[config.mk]
export PLATFORM = sky130hd
export DESIGN_NAME = decode_pipe_flat
export DESIGN_NICKNAME = d
export VERILOG_FILES = /design/src/rtl/decode_pipe_pkg.sv /design/src/rtl/decode_pipe_if.sv /design/src/rtl/decode_pipe_scoreboard.sv /design/src/rtl/decode_pipe.sv /design/src/flat_wrapper.sv
export SDC_FILE = /design/constraint.sdc
export NUM_CORES = 1
export LEC_CHECK = 0
export BUFFER_PORTS_ARGS = -buffer_cell sky130_fd_sc_hd__buf_2
export CAP_MARGIN = 10
export CORE_MARGIN = 5
export CORE_UTILIZATION = 25
export CTS_BUF_LIST = sky130_fd_sc_hd__clkbuf_4
export DETAILED_ROUTE_END_ITERATION = 7
export PLACE_DENSITY_LB_ADDON = 0.15
export SLEW_MARGIN = 40
export SYNTH_ARGS = -nofsm -noshare
export SYNTH_HDL_FRONTEND = slang
export SYNTH_SLANG_ARGS = --single-unit
[constraint.sdc]
create_clock -name clk -period 4.6 [get_ports clk]
set_clock_uncertainty 0.2 [all_clocks]
set_input_delay 0.23 -clock clk [delete_from_list [all_inputs] [get_ports clk]]
set_output_delay 0.23 -clock clk [all_outputs]
set_load 0.01 [all_outputs]
[src/rtl/decode_pipe_pkg.sv]
// decode_pipe_pkg: LC-3b types, control word and control ROM shared by the decode stage
package decode_pipe_pkg;

    typedef logic [2:0] lc3b_nzp;

    typedef enum logic [3:0] {
        OP_BR, OP_ADD, OP_LDB, OP_STB, OP_JSR, OP_AND, OP_LDR, OP_STR,
        OP_RTI, OP_XOR, OP_RSV_A, OP_RSV_B, OP_JMP, OP_SHF, OP_LEA, OP_TRAP
    } lc3b_opcode;

    typedef struct packed {
        lc3b_opcode opcode;
        logic       load_regfile;
        logic       load_cc;
        logic       use_sr1;
        logic       use_sr2;
        logic       use_cc;
        logic       sr2_sel;
        logic       dest_sel;
    } lc3b_control_word;

    // JSR and JSRR share an opcode; both are treated as reading the base register.
    function automatic lc3b_control_word control_rom(lc3b_opcode op, logic imm);
        lc3b_control_word cw;
        cw              = '0;
        cw.opcode       = op;
        cw.load_regfile = op inside {OP_ADD, OP_AND, OP_XOR, OP_SHF, OP_LDB, OP_LDR, OP_LEA, OP_JSR, OP_TRAP};
        cw.load_cc      = op inside {OP_ADD, OP_AND, OP_XOR, OP_SHF, OP_LDB, OP_LDR};
        cw.use_sr1      = op inside {OP_ADD, OP_AND, OP_XOR, OP_SHF, OP_LDB, OP_LDR, OP_STB, OP_STR, OP_JMP, OP_JSR};
        cw.use_sr2      = (op inside {OP_ADD, OP_AND, OP_XOR} && !imm) || op inside {OP_STB, OP_STR};
        cw.use_cc       = op == OP_BR;
        cw.sr2_sel      = op inside {OP_STB, OP_STR};
        cw.dest_sel     = op inside {OP_JSR, OP_TRAP};
        return cw;
    endfunction

endpackage

[src/rtl/decode_pipe_if.sv]
// decode_pipe_if: fetch, writeback and execute-side signals of the decode stage
interface decode_pipe_if #(
    parameter int WIDTH = 16,
    parameter int NREGS = 8
);
    import decode_pipe_pkg::*;

    localparam int RW = $clog2(NREGS);

    logic             in_valid;
    logic             in_ready;
    logic [WIDTH-1:0] in_npc;
    logic [15:0]      in_ir;
    logic             wb_valid;
    logic [RW-1:0]    wb_dest;
    logic [WIDTH-1:0] wb_data;
    logic             wb_cc_valid;
    lc3b_nzp          wb_cc;
    logic             flush;
    logic             out_valid;
    logic             out_ready;
    logic [WIDTH-1:0] out_npc;
    logic [15:0]      out_ir;
    lc3b_control_word out_cw;
    logic [WIDTH-1:0] out_sr1;
    logic [WIDTH-1:0] out_sr2;
    lc3b_nzp          out_cc;
    logic [RW-1:0]    out_dr;
    logic             stall;

    modport master (
        output in_valid, in_npc, in_ir, wb_valid, wb_dest, wb_data, wb_cc_valid, wb_cc, flush, out_ready,
        input  in_ready, out_valid, out_npc, out_ir, out_cw, out_sr1, out_sr2, out_cc, out_dr, stall
    );

    modport slave (
        input  in_valid, in_npc, in_ir, wb_valid, wb_dest, wb_data, wb_cc_valid, wb_cc, flush, out_ready,
        output in_ready, out_valid, out_npc, out_ir, out_cw, out_sr1, out_sr2, out_cc, out_dr, stall
    );

endinterface

[src/rtl/decode_pipe_scoreboard.sv]
// decode_pipe_scoreboard: per-entry counters of writes issued but not yet written back
module decode_pipe_scoreboard #(
    parameter int  NREGS  = 8,
    parameter int  PEND_W = 2,
    localparam int IW     = NREGS > 1 ? $clog2(NREGS) : 1
) (
    input  logic                         clk,
    input  logic                         reset_n,
    input  logic                         clear,
    input  logic                         inc,
    input  logic [IW-1:0]                inc_idx,
    input  logic                         dec,
    input  logic [IW-1:0]                dec_idx,
    output logic [NREGS-1:0][PEND_W-1:0] eff,
    output logic [NREGS-1:0]             full
);

    logic [NREGS-1:0][PEND_W-1:0] pend_q, pend_d;

    // Count as seen after this cycle's writeback, so a retiring write releases its reader at once
    always_comb begin
        for (int r = 0; r < NREGS; r++) begin
            eff[r]  = dec && dec_idx == IW'(r) && pend_q[r] != '0 ? pend_q[r] - 1'b1 : pend_q[r];
            full[r] = &pend_q[r];
        end
    end

    // Issue and retire on the same entry cancel out; flush drops every count
    always_comb begin
        pend_d = '0;
        if (!clear)
            for (int r = 0; r < NREGS; r++)
                pend_d[r] = inc && inc_idx == IW'(r) ? (dec && dec_idx == IW'(r) ? pend_q[r] : pend_q[r] + 1'b1) : eff[r];
    end

    // Counter state
    always_ff @(posedge clk) begin
        if (!reset_n) pend_q <= '0;
        else          pend_q <= pend_d;
    end

endmodule

[src/rtl/decode_pipe.sv]
// decode_pipe: LC-3b decode stage with register file, hazard scoreboard and ID/EX register
module decode_pipe
    import decode_pipe_pkg::*;
#(
    parameter int WIDTH  = 16,
    parameter int NREGS  = 8,
    parameter int PEND_W = 2
) (
    input  logic         clk,
    input  logic         reset_n,
    decode_pipe_if.slave bus
);

    localparam int RW = $clog2(NREGS);

    typedef struct packed {
        logic [WIDTH-1:0] npc;
        logic [15:0]      ir;
        lc3b_control_word cw;
        logic [WIDTH-1:0] sr1;
        logic [WIDTH-1:0] sr2;
        lc3b_nzp          cc;
        logic [RW-1:0]    dr;
    } idex_t;

    lc3b_control_word             cw;
    logic [RW-1:0]                sr1, sr2, dr;
    logic [WIDTH-1:0]             sr1_val, sr2_val;
    lc3b_nzp                      cc_val;
    logic                         hazard, accept;
    logic [NREGS-1:0][PEND_W-1:0] reg_eff;
    logic [NREGS-1:0]             reg_full;
    logic [0:0][PEND_W-1:0]       cc_eff;
    logic [0:0]                   cc_full;

    logic [NREGS-1:0][WIDTH-1:0]  regs_q, regs_d;
    lc3b_nzp                      cc_q, cc_d;
    logic                         out_valid_q, out_valid_d;
    idex_t                        idex_q, idex_d;

    // Decode, operand read with writeback bypass, hazard detection and input handshake
    always_comb begin
        cw           = control_rom(lc3b_opcode'(bus.in_ir[15:12]), bus.in_ir[5]);
        sr1          = RW'(bus.in_ir[8:6]);
        sr2          = RW'(cw.sr2_sel ? bus.in_ir[11:9] : bus.in_ir[2:0]);
        dr           = cw.dest_sel ? RW'(NREGS - 1) : RW'(bus.in_ir[11:9]);
        sr1_val      = bus.wb_valid && bus.wb_dest == sr1 ? bus.wb_data : regs_q[sr1];
        sr2_val      = bus.wb_valid && bus.wb_dest == sr2 ? bus.wb_data : regs_q[sr2];
        cc_val       = bus.wb_cc_valid ? bus.wb_cc : cc_q;
        hazard       = (cw.use_sr1 && reg_eff[sr1] != '0) || (cw.use_sr2 && reg_eff[sr2] != '0)
                    || (cw.use_cc && cc_eff[0] != '0) || (cw.load_regfile && reg_full[dr])
                    || (cw.load_cc && cc_full[0]);
        bus.in_ready = (!out_valid_q || bus.out_ready) && !hazard && !bus.flush;
        bus.stall    = bus.in_valid && hazard;
        accept       = bus.in_valid && bus.in_ready;
    end

    // Architectural writes and ID/EX register next state; flush only squashes the output
    always_comb begin
        regs_d = regs_q;
        if (bus.wb_valid) regs_d[bus.wb_dest] = bus.wb_data;
        cc_d        = bus.wb_cc_valid ? bus.wb_cc : cc_q;
        out_valid_d = !bus.flush && (accept || (out_valid_q && !bus.out_ready));
        idex_d      = accept ? '{npc: bus.in_npc, ir: bus.in_ir, cw: cw, sr1: sr1_val, sr2: sr2_val, cc: cc_val, dr: dr}
                             : idex_q;
    end

    // State registers; reset wins over flush and writeback
    always_ff @(posedge clk) begin
        if (!reset_n) begin
            regs_q      <= '0;
            cc_q        <= 3'b010;
            out_valid_q <= 1'b0;
            idex_q      <= '0;
        end else begin
            regs_q      <= regs_d;
            cc_q        <= cc_d;
            out_valid_q <= out_valid_d;
            idex_q      <= idex_d;
        end
    end

    decode_pipe_scoreboard #(.NREGS(NREGS), .PEND_W(PEND_W)) u_reg_sb (
        .clk     (clk),
        .reset_n (reset_n),
        .clear   (bus.flush),
        .inc     (accept && cw.load_regfile),
        .inc_idx (dr),
        .dec     (bus.wb_valid),
        .dec_idx (bus.wb_dest),
        .eff     (reg_eff),
        .full    (reg_full)
    );

    decode_pipe_scoreboard #(.NREGS(1), .PEND_W(PEND_W)) u_cc_sb (
        .clk     (clk),
        .reset_n (reset_n),
        .clear   (bus.flush),
        .inc     (accept && cw.load_cc),
        .inc_idx (1'b0),
        .dec     (bus.wb_cc_valid),
        .dec_idx (1'b0),
        .eff     (cc_eff),
        .full    (cc_full)
    );

    assign bus.out_valid = out_valid_q;
    assign bus.out_npc   = idex_q.npc;
    assign bus.out_ir    = idex_q.ir;
    assign bus.out_cw    = idex_q.cw;
    assign bus.out_sr1   = idex_q.sr1;
    assign bus.out_sr2   = idex_q.sr2;
    assign bus.out_cc    = idex_q.cc;
    assign bus.out_dr    = idex_q.dr;

endmodule

[src/flat_wrapper.sv]
// flat-port wrapper written by rule: the top's interface ports become plain ports
module decode_pipe_flat import decode_pipe_pkg::*;
#(
    parameter int WIDTH  = 16,
    parameter int NREGS  = 8,
    parameter int PEND_W = 2
)
  (clk, reset_n, bus_in_valid, bus_in_npc, bus_in_ir, bus_wb_valid, bus_wb_dest, bus_wb_data, bus_wb_cc_valid, bus_wb_cc, bus_flush, bus_out_ready, bus_in_ready, bus_out_valid, bus_out_npc, bus_out_ir, bus_out_cw, bus_out_sr1, bus_out_sr2, bus_out_cc, bus_out_dr, bus_stall);
  decode_pipe_if #(.WIDTH(WIDTH), .NREGS(NREGS)) bus_i ();
  input  logic clk;
  input  logic reset_n;
  input wire logic [$bits(bus_i.in_valid)-1:0] bus_in_valid;
  input wire logic [$bits(bus_i.in_npc)-1:0] bus_in_npc;
  input wire logic [$bits(bus_i.in_ir)-1:0] bus_in_ir;
  input wire logic [$bits(bus_i.wb_valid)-1:0] bus_wb_valid;
  input wire logic [$bits(bus_i.wb_dest)-1:0] bus_wb_dest;
  input wire logic [$bits(bus_i.wb_data)-1:0] bus_wb_data;
  input wire logic [$bits(bus_i.wb_cc_valid)-1:0] bus_wb_cc_valid;
  input wire logic [$bits(bus_i.wb_cc)-1:0] bus_wb_cc;
  input wire logic [$bits(bus_i.flush)-1:0] bus_flush;
  input wire logic [$bits(bus_i.out_ready)-1:0] bus_out_ready;
  output wire logic [$bits(bus_i.in_ready)-1:0] bus_in_ready;
  output wire logic [$bits(bus_i.out_valid)-1:0] bus_out_valid;
  output wire logic [$bits(bus_i.out_npc)-1:0] bus_out_npc;
  output wire logic [$bits(bus_i.out_ir)-1:0] bus_out_ir;
  output wire logic [$bits(bus_i.out_cw)-1:0] bus_out_cw;
  output wire logic [$bits(bus_i.out_sr1)-1:0] bus_out_sr1;
  output wire logic [$bits(bus_i.out_sr2)-1:0] bus_out_sr2;
  output wire logic [$bits(bus_i.out_cc)-1:0] bus_out_cc;
  output wire logic [$bits(bus_i.out_dr)-1:0] bus_out_dr;
  output wire logic [$bits(bus_i.stall)-1:0] bus_stall;
  assign bus_i.in_valid = bus_in_valid;
  assign bus_i.in_npc = bus_in_npc;
  assign bus_i.in_ir = bus_in_ir;
  assign bus_i.wb_valid = bus_wb_valid;
  assign bus_i.wb_dest = bus_wb_dest;
  assign bus_i.wb_data = bus_wb_data;
  assign bus_i.wb_cc_valid = bus_wb_cc_valid;
  assign bus_i.wb_cc = bus_wb_cc;
  assign bus_i.flush = bus_flush;
  assign bus_i.out_ready = bus_out_ready;
  assign bus_in_ready = bus_i.in_ready;
  assign bus_out_valid = bus_i.out_valid;
  assign bus_out_npc = bus_i.out_npc;
  assign bus_out_ir = bus_i.out_ir;
  assign bus_out_cw = bus_i.out_cw;
  assign bus_out_sr1 = bus_i.out_sr1;
  assign bus_out_sr2 = bus_i.out_sr2;
  assign bus_out_cc = bus_i.out_cc;
  assign bus_out_dr = bus_i.out_dr;
  assign bus_stall = bus_i.stall;
  decode_pipe #(.WIDTH(WIDTH), .NREGS(NREGS), .PEND_W(PEND_W)) u_core (.clk(clk), .reset_n(reset_n), .bus(bus_i));
endmodule
==> results.cfg, run 1 <==
[place]
gp_congestion = 0.819
placed_cell_area_sq_mm = 0.0138
io_buffer_count = 144
place_hpwl_microns = 30700

[critical_path]
critPathKind = input pin to primary output
required_ns = 4.17
cp_slowest_cell = mux2_2
critPathMaxStageDelay_ns = 0.62
cp_cell_sequence = dlygate4sd3_1, buf_2, nand3b_1, mux2_2, nor3_1, o21ai_0, and4_1, nand3_1, nor3_1, buf_2
critical_path.endpoint_type = primary output
worstPathArrival_ns = 3.17
crit_fanout = 18
cp-start-kind = input pin

[die]
rows = 81
die_x_microns = 233
dieHeight_microns = 233
initial_utilization_pct = 25.4
io_pins = 145
dieArea_sq_mm = 0.0544
core_area_sq_mm = 0.0492

[grt]
grt_overflow_total = 0
grt_pass1_vias = 11900
grtUsageTotal_pct = 17.2
grt_max_degree = 83
antenna_found_initial = 5
grt_pass1_wl_microns = 72900

[routing]
drt-initial-drc-count = 721
wl_microns = 46900
first_pass_iters = 5
vias = 12100
drc = 0
vias_per_cell = 4.87
avgRoutedWirePerCell_microns = 18.9
ant_nets = 0

[logic_synthesis]
synth_compound_area_share_pct = 20.4
ys_warn_count = 0
syn_area_per_cell_sq_um = 7.81
synth_common_cells = 561 x nand2_1, 227 x dfxtp_1, 196 x a21boi_0
synth_top_area_share_pct = 36.4
synthCells = 1597
synth-seq-cells = 227
synth_top_family_by_area = simple AND/OR/NAND/NOR gates
syn_nets = 1676
synth.area.top_cells = dfxtp_1 36%, nand2_1 17%, a21boi_0 12%, mux4_2 5.8%, clkbuf_1 3.0%
synth.area.mux_share_pct = 7.97
ys_seq_area_share_pct = 36.4
netlist_area_sq_mm = 0.0125
synth.most_common_cell = nand2_1
synth_cell_types = 69
synthAdderAreaFrac_pct = 1.81
synth-xor-area-share_pct = 0.702
synth_edf_count = 0
synthFlopType = dfxtp_1
async_flop_share_pct = 0
synth_top_area_cell = dfxtp_1
yosys.area_share.simple_pct = 27.1

[power]
static-leakage-power_nw = 5.65
power_mw = 4.87
ir_drop_v = 0.000123
powerDensity_mw_per_mm2 = 315

[layout]
drive_gt1_share_pct = 19.3
area_delta_synth_final_pct = 23.8
multi_input_area_sq_mm = 0.00733
fin_nets = 1849
seqCellArea_sq_mm = 0.00454
fin_area_sq_mm = 0.0154
fillers = 5308

[run]
drv_cap = 0

[min_path]
min_path_type = input pin to flop

[clocking]
clk_latency_ns = 0.75
numCtsBuffers = 70
cts-root-buf = clkbuf_4
h-tree-depth = 3
cts_tree = yes
path_clk_slew_ns = 0.06
cts.sinks = 227
clockBufferDepth = 3
postCtsResizedCells = 0

[timing]
hold_violations = 0
period_needed_ns = 3.60
rsz0062_at_grt = no
period_share_pct = 78.2
relSlewSlack_pct = 43.3
fin_setup_tns_ns = 0
worst_slew_pin_slew_ns = 0.850
fmax_mhz = 278
setup_viol = 0
final_max_slew_viol_count = 0

[outcome]
status = complete, no violations
registers in the layout, summed over array words and instances (netlist names):
| name | cells |
|---|---|
| u_core.bus.out_cw | 11 |
| u_core.bus.out_valid | 1 |
| u_core.cc_q | 3 |
| u_core.bus.out_cc | 3 |
| u_core.u_reg_sb.pend_q | 16 |
| u_core.bus.out_npc | 16 |
| u_core.regs_q | 128 |
| u_core.bus.out_sr2 | 16 |
| u_core.bus.out_sr1 | 16 |
| u_core.bus.out_dr | 3 |
| u_core.u_cc_sb.pend_q | 2 |
| u_core.bus.out_ir | 12 |
final timing paths:
| path | slack, ns | to | cells past startpoint | start |
|---|---|---|---|---|
| setup reg to reg | 1.02 | u_core.bus.out_valid | 12 | u_core.u_reg_sb.pend_q[9] |
| setup / recovery | 1.00 | bus_in_ready | 10 | bus_in_ir[13] |
| hold reg to reg | 0.26 | u_core.bus.out_sr1[14] | 2 | u_core.bus.out_sr1[14] |
| hold / removal | 0.11 | u_core.regs_q[115] | 5 | bus_wb_dest[2] |
worst max-delay path: cells and delay by family:
family | cells | cell delay (ns)
AO/OA/AOI/OAI | 1 | 0.13
buffers and inverters | 3 | 0.99
AND/OR/NAND/NOR | 5 | 1.18
multiplexers | 1 | 0.62
area by class of cell:
| type | instances | share of cell area (%) |
|---|---|---|
| multi-input combinational | 1200 | 47.5 |
| sequential | 227 | 29.4 |
| timing repair buffer | 248 | 11.0 |
| tap | 664 | 5.38 |
| clock buffer | 104 | 5.06 |
| clock inverter | 19 | 1.01 |
| inverter | 23 | 0.559 |
| antenna | 2 | 0.0324 |
power breakdown:
part           total [mW]  internal (mW)  leakage (nW)  switching, mW
combinational       0.661          0.244          3.26          0.417
clock                2.15           1.20         0.554          0.950
sequential           2.06           2.02          1.84         0.0344
total                4.87           3.46          5.65           1.40
cell families after synthesis:
family	count (synthesis)
xor gates and xnor gates	10
buffers and inverters	170
AOI/OAI and AO/OA	347
DFF	227
and+or+nand+nor	766
adders and majority gates	18
muxes	59
cell usage in the layout (no fill, tap or decap), drive strengths merged, types with 21 or more instances in the layout:
cell / count
o21ai: 36
mux4: 32
nor3: 32
and3: 21
nand3: 49
clkbuf: 104
a311oi: 22
o211ai: 22
nor2: 26
nand2: 561
a31oi: 23
a21boi: 196
mux2i: 25
buf: 181
inv: 25
dlygate4sd3: 67
dfxtp: 227
per-stage QoR:
step	util, %	std cells	hold WS, ns	setup slack [ns]
6_report	31.4	2487	0.113	1.00
4_1_cts	31.4	2485	0.0256	0.929
5_1_grt	31.4	2486	0.0585	0.776
3_5_place_dp	28.1	2295	0.257	0.861
3_3_place_gp	28.1	2295	0.250	0.922
2_1_floorplan	-	1597	0.175	1.36
metal layers:
metal / share of wire (%) / up-vias / track usage, %
met5: 0.045 / - / 0
met4: 1.9 / 4 / 5.46
met3: 6.3 / 72 / 3.63
met2: 44 / 348 / 26.3
met1: 47 / 5815 / 24.1
li1: - / 5882 / -
repair_timing:
item | CTS | global route
hold endpoints to repair | 225 | 0
hold buffers | 67 | 0
buffers inserted | 0 | 0
Power figures use the tool's default switching activity.
==> run 2: changes to the inputs <==
--- a/config.mk
+++ b/config.mk
@@ -5,6 +5,7 @@
 export SDC_FILE = /design/constraint.sdc
 export NUM_CORES = 1
 export LEC_CHECK = 0
+export ABC_AREA = 1
 export BUFFER_PORTS_ARGS = -buffer_cell sky130_fd_sc_hd__buf_2
 export CAP_MARGIN = 10
 export CORE_MARGIN = 5
==> constraint.sdc (replaced) <==
create_clock -name clk -period 3.54 [get_ports clk]
set_clock_uncertainty 0.2 [all_clocks]
set_input_delay 0.177 -clock clk [delete_from_list [all_inputs] [get_ports clk]]
set_output_delay 0.177 -clock clk [all_outputs]
set_load 0.01 [all_outputs]
==> run 2 against run 1 <==
  * Global-route usage increased by 0.72 points
  * Highest routed layer is now met4
  * Wire length is 3.2% higher
  * Combinational power grew 77%
  * Sequential cell count unchanged
==> results.cfg, run 2 <==
[outcome]
status = complete, no violations

[timing]
fmax_mhz = 303
hold_violations = 0
worst_slew_pin_slew_ns = 0.813
final_max_slew_viol_count = 0
setup_viol = 0
whs_ns = 0.195
fin_setup_tns_ns = 0
relSlewSlack_pct = 45.7
period_share_pct = 93.2
period_needed_ns = 3.30

[routing]
ant_nets = 0
wl_microns = 48400
drt-initial-drc-count = 1048
avgRoutedWirePerCell_microns = 18.6
vias_per_cell = 4.95
first_pass_iters = 5
vias = 12900
drc = 0

[critical_path]
rr_startpoint = u_core.u_cc_sb.pend_q[0]
critical_path.endpoint_type = flop
critPathKind = input pin to flop
crit_fanout = 16
required_ns = 4.03
cp_top_family = buffers and inverters
cp_slowest_cell = dlygate4sd3_1
setup.worst_path.start = bus_in_ir[13]
cp-start-kind = input pin
rr_worst_depth = 15
critPathMaxStageDelay_ns = 0.56
path_depth = 15
cp_cell_sequence = dlygate4sd3_1, buf_2, nand2_1, nor2_1, inv_2, nand2_1, nand2_2, nor2_1, a2111oi_2, nand2_1, buf_4, inv_1, nand2_1, a31oi_1, dlygate4sd3_1
rr_endpoint = u_core.bus.out_cw[10]
worstPathArrival_ns = 3.79
rrSetupSlack_ns = 0.26
cp-endpoint = u_core.bus.out_sr2[11]
worst_path_most_repeated_cell = nand2_1
crit_buf_inv = 6

[clocking]
clk_latency_ns = 0.74
path_clk_slew_ns = 0.07
cts-root-buf = clkbuf_4
numCtsBuffers = 68
cts.sinks = 227
h-tree-depth = 3
cts_tree = yes
clockBufferDepth = 3

[logic_synthesis]
synthCells = 1694
synth.most_common_cell = o21ai_0
synth_cell_types = 37
synth_top_area_cell = dfxtp_1
synth-seq-cells = 227
syn_area_per_cell_sq_um = 6.80
synth.area.top_cells = dfxtp_1 39%, o21ai_0 15%, nor2_1 9.0%, a21oi_1 8.4%, nand2_1 6.0%
synth_common_cells = 343 x o21ai_0, 277 x nor2_1, 227 x dfxtp_1
netlist_area_sq_mm = 0.0115
async_flop_share_pct = 0
ys_seq_area_share_pct = 39.5
syn_nets = 1773
synth_edf_count = 0
ys_warn_count = 0
synth_top_area_share_pct = 39.5
synthFlopType = dfxtp_1

[grt]
antenna_found_initial = 1
grt_pass1_wl_microns = 71500
grt_pass1_vias = 12200
grt_overflow_total = 0
grtUsageTotal_pct = 17.9
grt_max_degree = 191

[layout]
largest-register = u_core.regs_q
final_util_pct = 33.3
area_delta_synth_final_pct = 31.4
final_common_cell = o21ai_0
fin_nets = 2038
final_cell_mix = 343 x o21ai_0, 276 x nor2_1, 227 x dfxtp_1, 194 x a21oi_1, 182 x nand2_1
largest_reg_flops = 128
drive_gt1_share_pct = 16.3

[power]
static-leakage-power_nw = 6.68
ir_drop_v = 0.000192
powerDensity_mw_per_mm2 = 434
power_mw = 6.56

[die]
dieArea_sq_mm = 0.0505
core_area_sq_mm = 0.0455
die_x_microns = 225
initial_utilization_pct = 25.3
rows = 78
io_pins = 145
dieHeight_microns = 225

[place]
gp_congestion = 0.783
place_hpwl_microns = 28500
io_buffer_count = 144

[run]
drv_cap = 0

[min_path]
min_path_type = input pin to flop
## run 2: changes by cell type in the layout (fill, tap and decap cells not counted), moves of 32 or more
cell | previous run | this run
o22ai_1 | 2 | 55
mux4_2 | 32 | 0
inv_1 | 23 | 92
dlygate4sd3_1 | 67 | 128
nor2_1 | 25 | 276
o21ai_0 | 34 | 343
a21oi_1 | 9 | 194
nand2_1 | 561 | 182
a21boi_0 | 196 | 0
## run 2: cell type report
class | instances | area, sq um
timing repair buffer | 321 | 2530
multi-input combinational | 1231 | 6050
sequential | 227 | 4540
clock buffer | 93 | 698
inverter | 110 | 413
clock inverter | 16 | 148
tap | 600 | 751
antenna | 1 | 2.50
fill | 4991 | 30300
## run 2: worst min-delay path by stage
stage / startpoint / cells past startpoint / slack, ns / end
6_report: bus_wb_data[15] / 4 / 0.19 / u_core.regs_q[31]
5_1_grt: bus_wb_data[5] / 4 / 0.15 / u_core.regs_q[53]
4_1_cts: bus_wb_data[3] / 4 / 0.11 / u_core.regs_q[83]
3_5_place_dp: bus_in_npc[0] / 3 / 0.20 / u_core.bus.out_npc[0]
3_3_place_gp: bus_in_npc[4] / 3 / 0.20 / u_core.bus.out_npc[4]
2_1_floorplan: bus_in_ir[0] / 2 / 0.11 / u_core.bus.out_ir[0]
## run 2: layer usage
layer | GRT usage (%) | wire, microns | vias up
li1 | - | - | 6350
met1 | 24.0 | 22200 | 6048
met2 | 28.9 | 22300 | 371
met3 | 3.26 | 2410 | 99
met4 | 6.42 | 1460 | 0
met5 | 0 | 0 | -
## run 2: repair_timing
item	CTS	global route
hold endpoints to repair	227	0
hold buffers	129	0
endpoints found under the setup margin	0	38
buffers inserted	0	9
gates resized for setup	0	7
## run 2: metrics by stage
step / std cells / area [sq um] / setup slack [ns]
after floorplan: 1694 / 11500 / 0.946
after global placement: 2346 / 12800 / 0.541
after detailed placement: 2346 / 12800 / 0.510
after CTS: 2584 / 14900 / 0.0695
after global routing: 2599 / 15100 / -0.0115
final: 2599 / 15100 / 0.241
## run 2: worst reg2reg max path, cell delays in order (launching register included)
cell and delay (ns):
dfxtp_1 0.41, inv_1 0.07, ha_1 0.18, or2_2 0.33, o21ai_0 0.21, a21oi_1 0.10, a21oi_1 0.15, nand2_1 0.08
inv_1 0.08, nand4_2 0.12, nor2_4 0.17, buf_4 0.14, buf_12 0.15, o21ai_0 0.09, a21oi_1 0.17, dlygate4sd3_1 0.57
## run 2: logic make-up (layout without fill, tap and decap cells)
logic type	after synthesis	count (layout)	synth area share (%)
buffers and inverters	236	540	8.16
flip-flops	227	227	39.5
XOR/XNOR	2	2	0.152
other	0	1	0
adder cells (fa/ha/maj)	18	18	1.96
multiplexers	3	3	0.261
AND/OR/NAND/NOR	572	572	20.7
AO/OA/AOI/OAI	636	636	29.3
## run 2: power breakdown
part / leakage (nW) / total [mW] / internal, mW / switching (mW)
combinational: 4.34 / 1.17 / 0.438 / 0.729
clock: 0.494 / 2.65 / 1.42 / 1.23
sequential: 1.85 / 2.75 / 2.68 / 0.0693
